**src/rtl/psum_drain.sv**
```systemverilog
// Accumulator-bank reader: snapshots all lanes on start, streams one quantized lane
// per valid/ready beat, then pulses acc_clear once so the bank can be zeroed.
module psum_drain #(
    parameter int SIZE       = 8,
    parameter int PSUM_WIDTH = 45,
    parameter int OUT_WIDTH  = 16,
    parameter int SHIFT      = 8,
    parameter int IDX_WIDTH  = $clog2(SIZE)
) (
    input  logic                       clk,
    input  logic                       rst,
    input  logic                       start,
    input  logic                       relu_en,
    input  logic [SIZE*PSUM_WIDTH-1:0] psum_bus,
    output logic                       busy,
    output logic                       out_valid,
    input  logic                       out_ready,
    output logic [OUT_WIDTH-1:0]       out_data,
    output logic [IDX_WIDTH-1:0]       out_index,
    output logic                       out_last,
    output logic                       acc_clear
);

    typedef enum logic [1:0] {S_IDLE, S_STREAM, S_CLEAR} state_t;

    localparam logic signed [PSUM_WIDTH-1:0] SAT_MAX =
        {{(PSUM_WIDTH-OUT_WIDTH+1){1'b0}}, {(OUT_WIDTH-1){1'b1}}};
    localparam logic signed [PSUM_WIDTH-1:0] SAT_MIN =
        {{(PSUM_WIDTH-OUT_WIDTH+1){1'b1}}, {(OUT_WIDTH-1){1'b0}}};
    localparam logic [OUT_WIDTH-1:0] OUT_MAX = {1'b0, {(OUT_WIDTH-1){1'b1}}};
    localparam logic [OUT_WIDTH-1:0] OUT_MIN = {1'b1, {(OUT_WIDTH-1){1'b0}}};
    localparam logic [IDX_WIDTH-1:0] LAST_IDX = IDX_WIDTH'(SIZE-1);

    // Shift, optional ReLU and saturation, all at full accumulator width.
    function automatic logic [OUT_WIDTH-1:0] quantize(input logic [PSUM_WIDTH-1:0] p,
                                                      input logic relu);
        logic signed [PSUM_WIDTH-1:0] v;
        v = $signed(p) >>> SHIFT;
        if (relu && v[PSUM_WIDTH-1])
            v = '0;
        if (v > SAT_MAX)
            return OUT_MAX;
        else if (v < SAT_MIN)
            return OUT_MIN;
        else
            return v[OUT_WIDTH-1:0];
    endfunction

    state_t                r_state;
    logic [PSUM_WIDTH-1:0] r_shadow [SIZE];
    logic                  r_relu;
    logic [IDX_WIDTH-1:0]  r_idx;
    logic [OUT_WIDTH-1:0]  r_out_data;
    logic                  r_out_valid;
    logic                  r_out_last;
    logic                  r_busy;
    logic                  r_acc_clear;

    logic [IDX_WIDTH-1:0]  w_idx_next;
    logic [PSUM_WIDTH-1:0] w_lane0;

    assign w_idx_next = r_idx + 1'b1;
    assign w_lane0    = psum_bus[0 +: PSUM_WIDTH];

    // The output word is registered one lane ahead so nothing reaches the port
    // combinationally from psum_bus or start.
    always_ff @(posedge clk or posedge rst) begin
        if (rst) begin
            r_state     <= S_IDLE;
            for (int unsigned i = 0; i < SIZE; i++)
                r_shadow[i] <= '0;
            r_relu      <= 1'b0;
            r_idx       <= '0;
            r_out_data  <= '0;
            r_out_valid <= 1'b0;
            r_out_last  <= 1'b0;
            r_busy      <= 1'b0;
            r_acc_clear <= 1'b0;
        end else begin
            case (r_state)
                S_IDLE: begin
                    if (start) begin
                        for (int unsigned i = 0; i < SIZE; i++)
                            r_shadow[i] <= psum_bus[i*PSUM_WIDTH +: PSUM_WIDTH];
                        r_relu      <= relu_en;
                        r_idx       <= '0;
                        r_out_data  <= quantize(w_lane0, relu_en);
                        r_out_valid <= 1'b1;
                        r_out_last  <= (SIZE == 1);
                        r_busy      <= 1'b1;
                        r_state     <= S_STREAM;
                    end
                end
                S_STREAM: begin
                    if (out_ready) begin
                        if (r_out_last) begin
                            r_out_valid <= 1'b0;
                            r_out_last  <= 1'b0;
                            r_acc_clear <= 1'b1;
                            r_state     <= S_CLEAR;
                        end else begin
                            r_idx       <= w_idx_next;
                            r_out_data  <= quantize(r_shadow[w_idx_next], r_relu);
                            r_out_last  <= (w_idx_next == LAST_IDX);
                        end
                    end
                end
                S_CLEAR: begin
                    r_acc_clear <= 1'b0;
                    r_busy      <= 1'b0;
                    r_state     <= S_IDLE;
                end
                default: begin
                    r_state     <= S_IDLE;
                    r_out_valid <= 1'b0;
                    r_busy      <= 1'b0;
                    r_acc_clear <= 1'b0;
                end
            endcase
        end
    end

    assign busy      = r_busy;
    assign out_valid = r_out_valid;
    assign out_data  = r_out_data;
    assign out_index = r_idx;
    assign out_last  = r_out_last;
    assign acc_clear = r_acc_clear;

endmodule

```
**config.mk**
```make
export PLATFORM = sky130hd
export DESIGN_NAME = psum_drain
export DESIGN_NICKNAME = d
export VERILOG_FILES = /design/src/rtl/psum_drain.sv
export SDC_FILE = /design/constraint.sdc
export NUM_CORES = 1
export LEC_CHECK = 0
export ABC_AREA = 1
export CAP_MARGIN = 5
export CORE_MARGIN = 3
export CORE_UTILIZATION = 50
export CTS_CLUSTER_SIZE = 16
export DETAILED_ROUTE_END_ITERATION = 16
export PLACE_DENSITY = 0.86
export SYNTH_ARGS = -nofsm -noshare
export SYNTH_HDL_FRONTEND = slang
export SYNTH_SLANG_ARGS = --single-unit
```
**constraint.sdc**
```tcl
create_clock -name clk -period 14.9 [get_ports clk]
set_input_delay 2.98 -clock clk [delete_from_list [all_inputs] [get_ports clk]]
set_output_delay 2.98 -clock clk [all_outputs]
set_load 0.01 [all_outputs]
```
==> results of run 1 <==
==> metrics by stage <==
stage / power [mW] / util (%) / hold slack [ns]
after floorplan: 3.255 / - / 0.4455
after global placement: 3.843 / 61.15 / 0.4603
after detailed placement: 3.945 / 61.15 / 0.4705
after CTS: 4.878 / 64.94 / 0.4857
after global routing: 5.260 / 64.96 / 0.5038
final: 4.891 / 64.96 / 0.4833
==> registers in the layout, summed over array words and instances, names as in the netlist <==
| signal | cells |
|---|---|
| r_shadow | 296 |
| out_data | 16 |
| out_index | 3 |
| r_state | 2 |
| acc_clear | 1 |
| busy | 1 |
| out_last | 1 |
| out_valid | 1 |
| r_relu | 1 |
==> worst max path at each step <==
stage / start / endpoint / slack (ns) / depth (start not counted)
finish: out_index[0] / out_data[14] / 8.75 / 18
global route: out_index[0] / out_data[10] / 8.40 / 18
CTS: out_index[0] / out_data[5] / 8.91 / 18
detailed placement: start / r_shadow[58] / 8.64 / 5
global placement: start / r_shadow[164] / 8.65 / 5
floorplan: rst / acc_clear / 3.01 / 1
==> kinds of logic (layout without fill, tap and decap cells) <==
group,count (synthesis),after routing,share of synthesized area [%]
AOI/OAI and AO/OA,90,90,2.902
adders and majority gates,2,2,0.1556
buffers and inverters,216,504,6.185
DFF,322,322,50.10
muxes,244,244,17.08
other,0,3,0
and+or+nand+nor,910,910,23.57
==> power groups by stage <==
stage | combinational (mW) | sequential, mW | clock, mW
final | 2.42 | 1.58 | 0.897
after global routing | 2.69 | 1.62 | 0.946
after CTS | 2.40 | 1.57 | 0.910
after detailed placement | 2.37 | 1.57 | 0
after global placement | 2.30 | 1.54 | 0
after floorplan | 1.77 | 1.49 | 0
==> area by class of cell <==
class | instances | area (um^2)
diodes | 3 | 7.507
clock buffers | 52 | 1062
clock inverters | 14 | 135.1
fillers | 2412 | 11080
inverters | 107 | 411.6
multi-input cells | 1246 | 7053
flip-flops and latches | 322 | 8061
well taps | 402 | 503.0
repair buffers | 331 | 3318
==> cells in the final DEF (no fill, tap or decap), types with 2 or more instances in the layout <==
cell type	count
clkbuf_16	37
mux2_2	244
dfrtp_1	321
o31ai_1	2
nand4_1	9
o21ai_1	4
nand2_2	2
inv_6	2
nand3_2	3
o21ai_0	34
inv_1	101
bufinv_16	2
nor3_1	2
nand2_1	556
clkinv_4	2
nand3_1	235
nor2_1	90
nor4_1	6
inv_2	4
buf_4	6
buf_12	2
or2_2	3
a21oi_1	46
clkbuf_8	8
clkdlybuf4s50_1	323
clkbuf_1	7
clkinv_2	8
diode_2	3
==> worst max-delay path, stage by stage, from the launching register on <==
cell and delay (ns):
dfrtp_4 1.03, buf_4 0.88, inv_4 0.54, ha_4 0.58
inv_2 0.59, buf_4 0.56, nand3_1 0.17, nand3_1 0.11
nand2_1 0.08, nor2_1 0.11, nand2_1 0.11, nand2_1 0.11
nand2_1 0.07, nor2_1 0.21, nand3_1 0.13, nand3_2 0.27
nand2_1 0.15, nand2_1 0.08, nand2_1 0.04
==> per-layer routing <==
metal,GRT usage (%),share of wire (%),vias up
met5,0,0.063,-
met4,10.53,3.7,6
met3,7.463,9.8,138
met2,45.29,47,670
met1,36.49,40,6709
li1,-,-,6364
==> metrics.cfg, run 1 <==
[synth]
yosysTopAreaCellShare_pct = 50.10
syn_nets = 2151
postSynthCellCount = 1784
synth-seq-cells = 322
synth-warning-count = 0
syn_area_mm2 = 0.01608
yosysMostFrequentCell = nand2_1
synth_area_leaders = dfrtp_1 50%, mux2_2 17%, nand2_1 13%
synth_top_cells_by_count = 558 x nand2_1, 322 x dfrtp_1, 244 x mux2_2
synth-seq-area-share_pct = 50.10
syn_area_per_cell_um2 = 9.015
yosysTopAreaCell = dfrtp_1
synth_edf_count = 0
synthArstFlopShare_pct = 100.0
ys_types = 31
synth_flop_cell = dfrtp_1

[place]
placed_cells = 2408
numPortBuffers = 323
dp_slack_ns = 8.639
placed_area_mm2 = 0.01935
gp_congestion = 0.8738
hpwlAfterDp_mm = 33.01

[cells_and_area]
drive_gt1_share_pct = 15.93
area_delta_synth_final_pct = 27.79
fin_cells = 2477
final_nets = 2411
stdcell_area_mm2 = 0.02055

[worst_hold_path]
hp-class = reg -> reg
holdPathStages = 2
hold_start = out_data[0]
min_to = out_data[0]

[worst_setup_path]
crit_required_ns = 15.31
r2r_end = out_data[14]
reg2reg_depth = 18
cp-end-kind = register
r2r-start = out_index[0]
rrSetupSlack_ns = 8.75
critPathKind = reg -> reg
crit_path_start_kind = register
cp_max_fo = 88
worstPathArrival_ns = 6.55

[floorplanning]
core_mm2 = 0.03164
pin_count = 388
rows = 65
die_y_um = 185.4
die_w_um = 185.4
die_area_mm2 = 0.03435
initial_core_util_pct = 50.84

[drt]
drc = 0
vias_per_cell = 5.606
drt_wl_total_mm = 49.18
vias = 13890
ant_nets = 0
drt_first_pass_iters = 6
drt_iter0_markers = 1289
post_drt_wl_per_cell_um = 19.85

[flow_run]
max-cap-violations = 0

[cts]
hold_buffers = 0
clock_path_buffers = 3
cts_resized = 0
ctsHtreeMaxLevel = 2
cts_setup_buffers = 0
cts_tree = done
clkSinkCount = 322
clk_latency_ns = 0.51
cts_made_buffers = 36
clockRootBuffer = clkbuf_16
path_clk_slew_ns = 0.06

[power]
p_sw_share_pct = 42.88
p_leak_nw = 9.717
p_comb_share_pct = 49.5
peakVddDrop_uv = 125.3
power.share.sequential_pct = 32.2
clockPowerShare_pct = 18.3
p_int_mw = 2.794
power_switching_mw = 2.097
p_per_area_mw_per_mm2 = 238.0

[sta]
fin_ws_ns = 8.751
fmax_mhz = 162.6
min_period_over_period_pct = 41.27
tightest_slew_ns = 1.420
slew_viol_final = 0
maxSlewHeadroom_pct = 5.316
setup_viol = 0
tns_ns = 0
fin_worst_skew_ns = 0.01207
rsz0062_at_grt = false
hold_viol = 0
fin_crit_ns = 6.149

[global_route]
grt.total_usage_pct = 28.05
antenna_found_initial = 6
gr-total-overflow = 0
grt_max_degree = 227
grt_pass1_vias = 14060
grt_pass1_wl_mm = 74.88

[status]
status = finished clean

Note: power is estimated with default switching activity, not from simulation.
==> run 2, diff against run 1 <==
CORE_UTILIZATION = 46   (was 50)
PLACE_DENSITY = 0.84   (was 0.86)
clock period = 5.18 ns   (was 14.9 ns; I/O delays follow)
==> run 2 against run 1 <==
Net effect: clock power grew to 2.8 times the previous value; sequential share of layout area is 0.30 points lower; combinational power grew to 2.9 times the previous value; die area is 8.4% higher; clock-buffer cell count is 1 higher; flip-flop and latch count stayed put; total power grew to 2.9 times the previous value; critical path type unchanged; critical endpoint is now out_data[5].
==> metrics.cfg, run 2 (same netlist as run 1, synthesis figures left out) <==
[cts]
clock_path_buffers = 3  ; unchanged
cts_made_buffers = 36  ; unchanged
clk_latency_ns = 0.51  ; about the same
cts_resized = 0  ; unchanged
ctsHtreeMaxLevel = 2  ; unchanged
cts_setup_buffers = 0  ; unchanged
cts_tree = done
clockRootBuffer = clkbuf_16
path_clk_slew_ns = 0.06  ; about the same
hold_buffers = 0  ; unchanged
clkSinkCount = 322  ; unchanged

[power]
p_comb_share_pct = 50.6  ; +1.1 points
power.share.sequential_pct = 31.5  ; -0.7 points
p_per_area_mw_per_mm2 = 677.9  ; +180%
clockPowerShare_pct = 17.9  ; -0.4 points
p_int_mw = 8.038  ; +190%
p_sw_share_pct = 42.75  ; -0.12 points
power_switching_mw = 6.003  ; +190%
p_leak_nw = 9.756  ; +0.40%
peakVddDrop_uv = 767.1  ; +510%

[worst_setup_path]
crit_top_cell = nand2_1
reg2reg_depth = 16  ; -2
crit_required_ns = 5.62  ; -9.69 ns
crit_path_start_kind = register
worst-path-buf-inv = 3  ; -1
r2r_end = out_data[5]
worstPathArrival_ns = 4.46  ; -2.09 ns
critPathKind = reg -> reg
rrSetupSlack_ns = 1.15  ; -7.60 ns
cp-end-kind = register
critical_path.slowest_cell = inv_2
slowest_delay_ns = 0.69  ; -0.34 ns
r2r-start = out_index[0]
cp_max_fo = 162  ; +84%
crit_family = simple AND/OR/NAND/NOR gates
worstPathCellList = buf_12, ha_1, inv_1, nand2_1, nand2_2, inv_2, nand3_1, nand3_2, nand2_1, nor3_2, nand2_1, nand3_2, nand3_2, nand2_1, nand2_1, nand2_1

[sta]
fmax_mhz = 248.3  ; +53%
slew_viol_final = 0  ; unchanged
rsz0062_at_grt = false
hold_viol = 0  ; unchanged
setup_viol = 0  ; unchanged
fin_worst_skew_ns = 0.01639  ; +0.004323 ns
fin_crit_ns = 4.027  ; -2.121 ns
tightest_slew_ns = 1.139  ; -0.2815 ns
min_period_over_period_pct = 77.75  ; +36 points
maxSlewHeadroom_pct = 23.57  ; +18 points

[global_route]
grt_pass1_wl_mm = 75.58  ; +0.93%
grt_pass1_vias = 13680  ; -2.7%
grt.total_usage_pct = 26.29  ; -1.8 points
gr-total-overflow = 0  ; unchanged
antenna_found_initial = 6  ; unchanged
grt_max_degree = 163  ; -28%

[place]
placed_area_mm2 = 0.01955  ; +1.0%
gp_congestion = 0.8863  ; +1.4%
numPortBuffers = 323  ; unchanged
hpwlAfterDp_mm = 34.80  ; +5.4%

[cells_and_area]
drive_gt1_share_pct = 15.98  ; +0.058 points
postLayoutCoreUtil_pct = 60.86  ; -4.1 points
largest_reg_flops = 296  ; unchanged
fillers = 2811  ; +17%
final_nets = 2419  ; +0.33%
layout.cells.most_common = nand2_1
multi_input_area_mm2 = 0.007053  ; unchanged
final_cell_mix = 556 x nand2_1, 323 x clkdlybuf4s50_1, 321 x dfrtp_1
seq_area_mm2 = 0.008061  ; unchanged
area_delta_synth_final_pct = 28.79
stdcell_area_mm2 = 0.02071  ; +0.78%
regMostFlops = r_shadow

[drt]
post_drt_wl_per_cell_um = 19.66  ; -0.97%
drt_first_pass_iters = 8  ; +2
vias = 13700  ; -1.4%
drt_iter0_markers = 1229  ; -4.7%
vias_per_cell = 5.417  ; -3.4%
drc = 0  ; unchanged
ant_nets = 0  ; unchanged
drt_wl_total_mm = 49.72  ; +1.1%

[worst_hold_path]
hp-class = reg -> reg
holdPathStages = 2  ; unchanged
min_to = r_shadow[351]
hold_start = r_shadow[351]

[floorplanning]
rows = 67  ; +3.1%
pin_count = 388  ; unchanged
die_area_mm2 = 0.03724  ; +8.4%
die_y_um = 193.0  ; +4.1%
die_w_um = 193.0  ; +4.1%
initial_core_util_pct = 47.25  ; -3.6 points
core_mm2 = 0.03404  ; +7.6%

[flow_run]
max-cap-violations = 0  ; unchanged

[status]
status = finished clean

## run 2: per-stage QoR
step           cells  setup TNS, ns  worst slack [ns]  hold WS, ns  total power [mW]
6_report        2529              0             1.153       0.4865             14.04
5_1_grt         2528              0            0.7845       0.5094             15.12
4_1_cts         2525              0             1.117       0.4883             14.06
3_5_place_dp    2462              0             1.134       0.4764             11.47
3_3_place_gp    2462              0             1.183       0.4642             11.23
2_1_floorplan   1784         -48.55           -0.1508       0.4455             9.363
## run 2: layout make-up
class	instances	share of cell area (%)
Sequential cell	322	38.92
Multi-Input combinational cell	1246	34.05
Timing Repair Buffer	339	16.73
Clock buffer	53	5.050
Tap cell	448	2.706
Inverter	107	1.969
Clock inverter	10	0.5195
Antenna cell	4	0.04833
## run 2: tightest hold or removal path, stage by stage, from the launching register on
cell	delay, ns
dfrtp_1	0.34
nand2_1	0.05
o21ai_0	0.06
## run 2: worst max-delay path by stage
stage / slack [ns] / start / depth (start not counted) / endpoint
floorplan: -0.15 / rst / 1 / acc_clear
global placement: 1.18 / out_index[0] / 16 / out_data[5]
detailed placement: 1.13 / out_index[0] / 16 / out_data[5]
CTS: 1.12 / out_index[0] / 16 / out_data[5]
global route: 0.78 / out_index[0] / 16 / out_data[11]
finish: 1.15 / out_index[0] / 16 / out_data[5]
## run 2: power groups by stage
stage | combinational, mW | clock (mW) | sequential (mW)
CTS | 7.09 | 2.56 | 4.40
global route | 7.91 | 2.66 | 4.55
global placement | 6.86 | 0 | 4.37
floorplan | 5.08 | 0 | 4.28
detailed placement | 7.03 | 0 | 4.44
finish | 7.10 | 2.52 | 4.43
## run 2: per-layer routing
layer	vias to the layer above	part of all wire [%]	global-route usage, %
li1	6362	-	-
met1	6666	42	35.97
met2	560	46	42.09
met3	107	8.4	5.551
met4	4	3.5	8.734
met5	-	0.040	0
==> run 3, diff against run 2 <==
clock period = 3.6 ns   (was 5.18 ns; I/O delays follow)
==> run 3 against run 2 <==
Net effect: clock power increased by 48%; sequential power increased by 44%; flip-flop and latch count unchanged; register-to-register slack got worse by 0.71 ns; critical path depth decreased by 2; maximum frequency increased by 28%; core utilization increased by 0.72 points; combinational power increased by 45%; total power increased by 46%; sequential share of layout area decreased by 0.46 points; largest cell class unchanged.
==> metrics.cfg, run 3 (same netlist as run 1, synthesis figures left out) <==
[status]
status = finished clean

[worst_setup_path]
critPathKind = reg -> reg
crit_path_start_kind = register
cp-end-kind = register
rrSetupSlack_ns = 0.45  ; -0.71 ns
worstPathArrival_ns = 3.55  ; -0.91 ns
r2r-start = out_index[0]
reg2reg_depth = 14  ; -2
startpoint = out_index[0]
cp-endpoint = out_data[14]
crit_required_ns = 3.99  ; -1.63 ns
cp_max_fo = 70  ; -57%
r2r_end = out_data[14]

[floorplanning]
die_area_mm2 = 0.03724  ; unchanged
initial_core_util_pct = 47.25  ; unchanged
core_mm2 = 0.03404  ; unchanged
die_w_um = 193.0  ; unchanged
rows = 67  ; unchanged
die_y_um = 193.0  ; unchanged
pin_count = 388  ; unchanged

[cts]
path_clk_slew_ns = 0.06  ; about the same
clock_path_buffers = 3  ; unchanged
cts_made_buffers = 36  ; unchanged
cts_tree = done
clockRootBuffer = clkbuf_16
clk_latency_ns = 0.51  ; about the same
cts_resized = 0  ; unchanged
cts_setup_buffers = 0  ; unchanged
ctsHtreeMaxLevel = 2  ; unchanged
hold_buffers = 0  ; unchanged
clkSinkCount = 322  ; unchanged

[sta]
hold_viol = 0  ; unchanged
rsz0062_at_grt = false
fin_crit_ns = 3.154  ; -0.8739 ns
tns_ns = 0  ; unchanged
min_period_over_period_pct = 87.60  ; +9.8 points
whs_ns = 0.4918  ; +0.005312 ns
tightest_slew_ns = 0.9262  ; -0.2126 ns
setup_viol = 0  ; unchanged
fmax_mhz = 317.1  ; +28%
fin_worst_skew_ns = 0.009221  ; -0.007169 ns
maxSlewHeadroom_pct = 38.25  ; +15 points
slew_viol_final = 0  ; unchanged

[flow_run]
max-cap-violations = 0  ; unchanged

[place]
placed_area_mm2 = 0.01974  ; +0.99%
hpwlAfterDp_mm = 35.57  ; +2.2%
gp_congestion = 0.8777  ; -0.97%
numPortBuffers = 323  ; unchanged

[drt]
drt_wl_total_mm = 49.96  ; +0.47%
drt_iter0_markers = 1075  ; -13%
drc = 0  ; unchanged
post_drt_wl_per_cell_um = 19.66  ; about the same
drt_first_pass_iters = 7  ; -1
ant_nets = 0  ; unchanged
vias = 13820  ; +0.89%
vias_per_cell = 5.439  ; +0.41%

[worst_hold_path]
hp-class = reg -> reg

[cells_and_area]
final_nets = 2433  ; +0.58%
final_cell_mix = 556 x nand2_1, 323 x clkdlybuf4s50_1, 321 x dfrtp_1
largest_reg_flops = 296  ; unchanged
layout.cells.most_common = nand2_1
area_delta_synth_final_pct = 30.31
drive_gt1_share_pct = 16.70  ; +0.71 points
postLayoutCoreUtil_pct = 61.58  ; +0.72 points
stdcell_area_mm2 = 0.02096  ; +1.2%
regMostFlops = r_shadow
fillers = 2721  ; -3.2%

[global_route]
antenna_found_initial = 5  ; -1
grt.total_usage_pct = 26.67  ; +0.38 points
grt_pass1_vias = 14200  ; +3.9%
gr-total-overflow = 0  ; unchanged
grt_max_degree = 119  ; -27%
grt_pass1_wl_mm = 76.80  ; +1.6%

[power]
total_power_mw = 20.46  ; +46%
p_leak_nw = 9.881  ; +1.3%
p_per_area_mw_per_mm2 = 976.2  ; +44%
peakVddDrop_uv = 993.3  ; +29%

-- run 3: metrics by stage --
step	cells	setup WS, ns
after global routing	2540	0.1378
after detailed placement	2476	0.3186
after floorplan	1784	-1.415
after global placement	2476	0.3589
after CTS	2538	0.4388
final	2541	0.4465
-- run 3: how the worst min path moves through the flow --
stage                  start            end  slack [ns]  cells after the start
2_1_floorplan  r_shadow[352]  r_shadow[352]        0.45                      2
3_3_place_gp   r_shadow[352]  r_shadow[352]        0.46                      2
3_5_place_dp     out_data[9]    out_data[9]        0.48                      2
4_1_cts        r_shadow[352]  r_shadow[352]        0.49                      2
5_1_grt         r_shadow[74]   r_shadow[74]        0.51                      1
6_report         out_data[8]    out_data[8]        0.49                      2
-- run 3: cell type report --
type,count,area (um^2),share of cell area [%]
Antenna cell,3,7.507,0.03582
Clock buffer,53,1086,5.182
Clock inverter,9,122.6,0.5851
Inverter,107,407.9,1.946
Multi-Input combinational cell,1246,7053,33.65
Sequential cell,322,8061,38.47
Tap cell,448,560.5,2.675
Timing Repair Buffer,353,3659,17.46
-- run 3: metal layers --
layer | up-vias | global-route usage, % | wire, um
met5 | - | 0 | 41
met4 | 6 | 10.24 | 2014
met3 | 149 | 6.780 | 4680
met2 | 608 | 43.02 | 23010
met1 | 6668 | 34.86 | 20210
li1 | 6390 | - | -
-- run 3: critical path, cell delays in order, from the launching register on --
cell	delay [ns]
dfrtp_4	0.46
buf_4	0.62
nor2_1	0.11
nor2_1	0.11
nand2_1	0.05
nand3_1	0.10
nand3_2	0.43
nand2_1	0.25
nand2_1	0.08
nor2_1	0.20
nand3_2	0.11
nand3_2	0.24
nand2_1	0.14
nand2_1	0.08
nand2_1	0.04
-- run 3: where the power goes --
part           switching [mW]  leakage (nW)  internal, mW
clock network            1.44         0.597          2.30
registers               0.942          3.88          5.44
logic                    6.24          5.41          4.11
total                    8.62          9.88          11.8
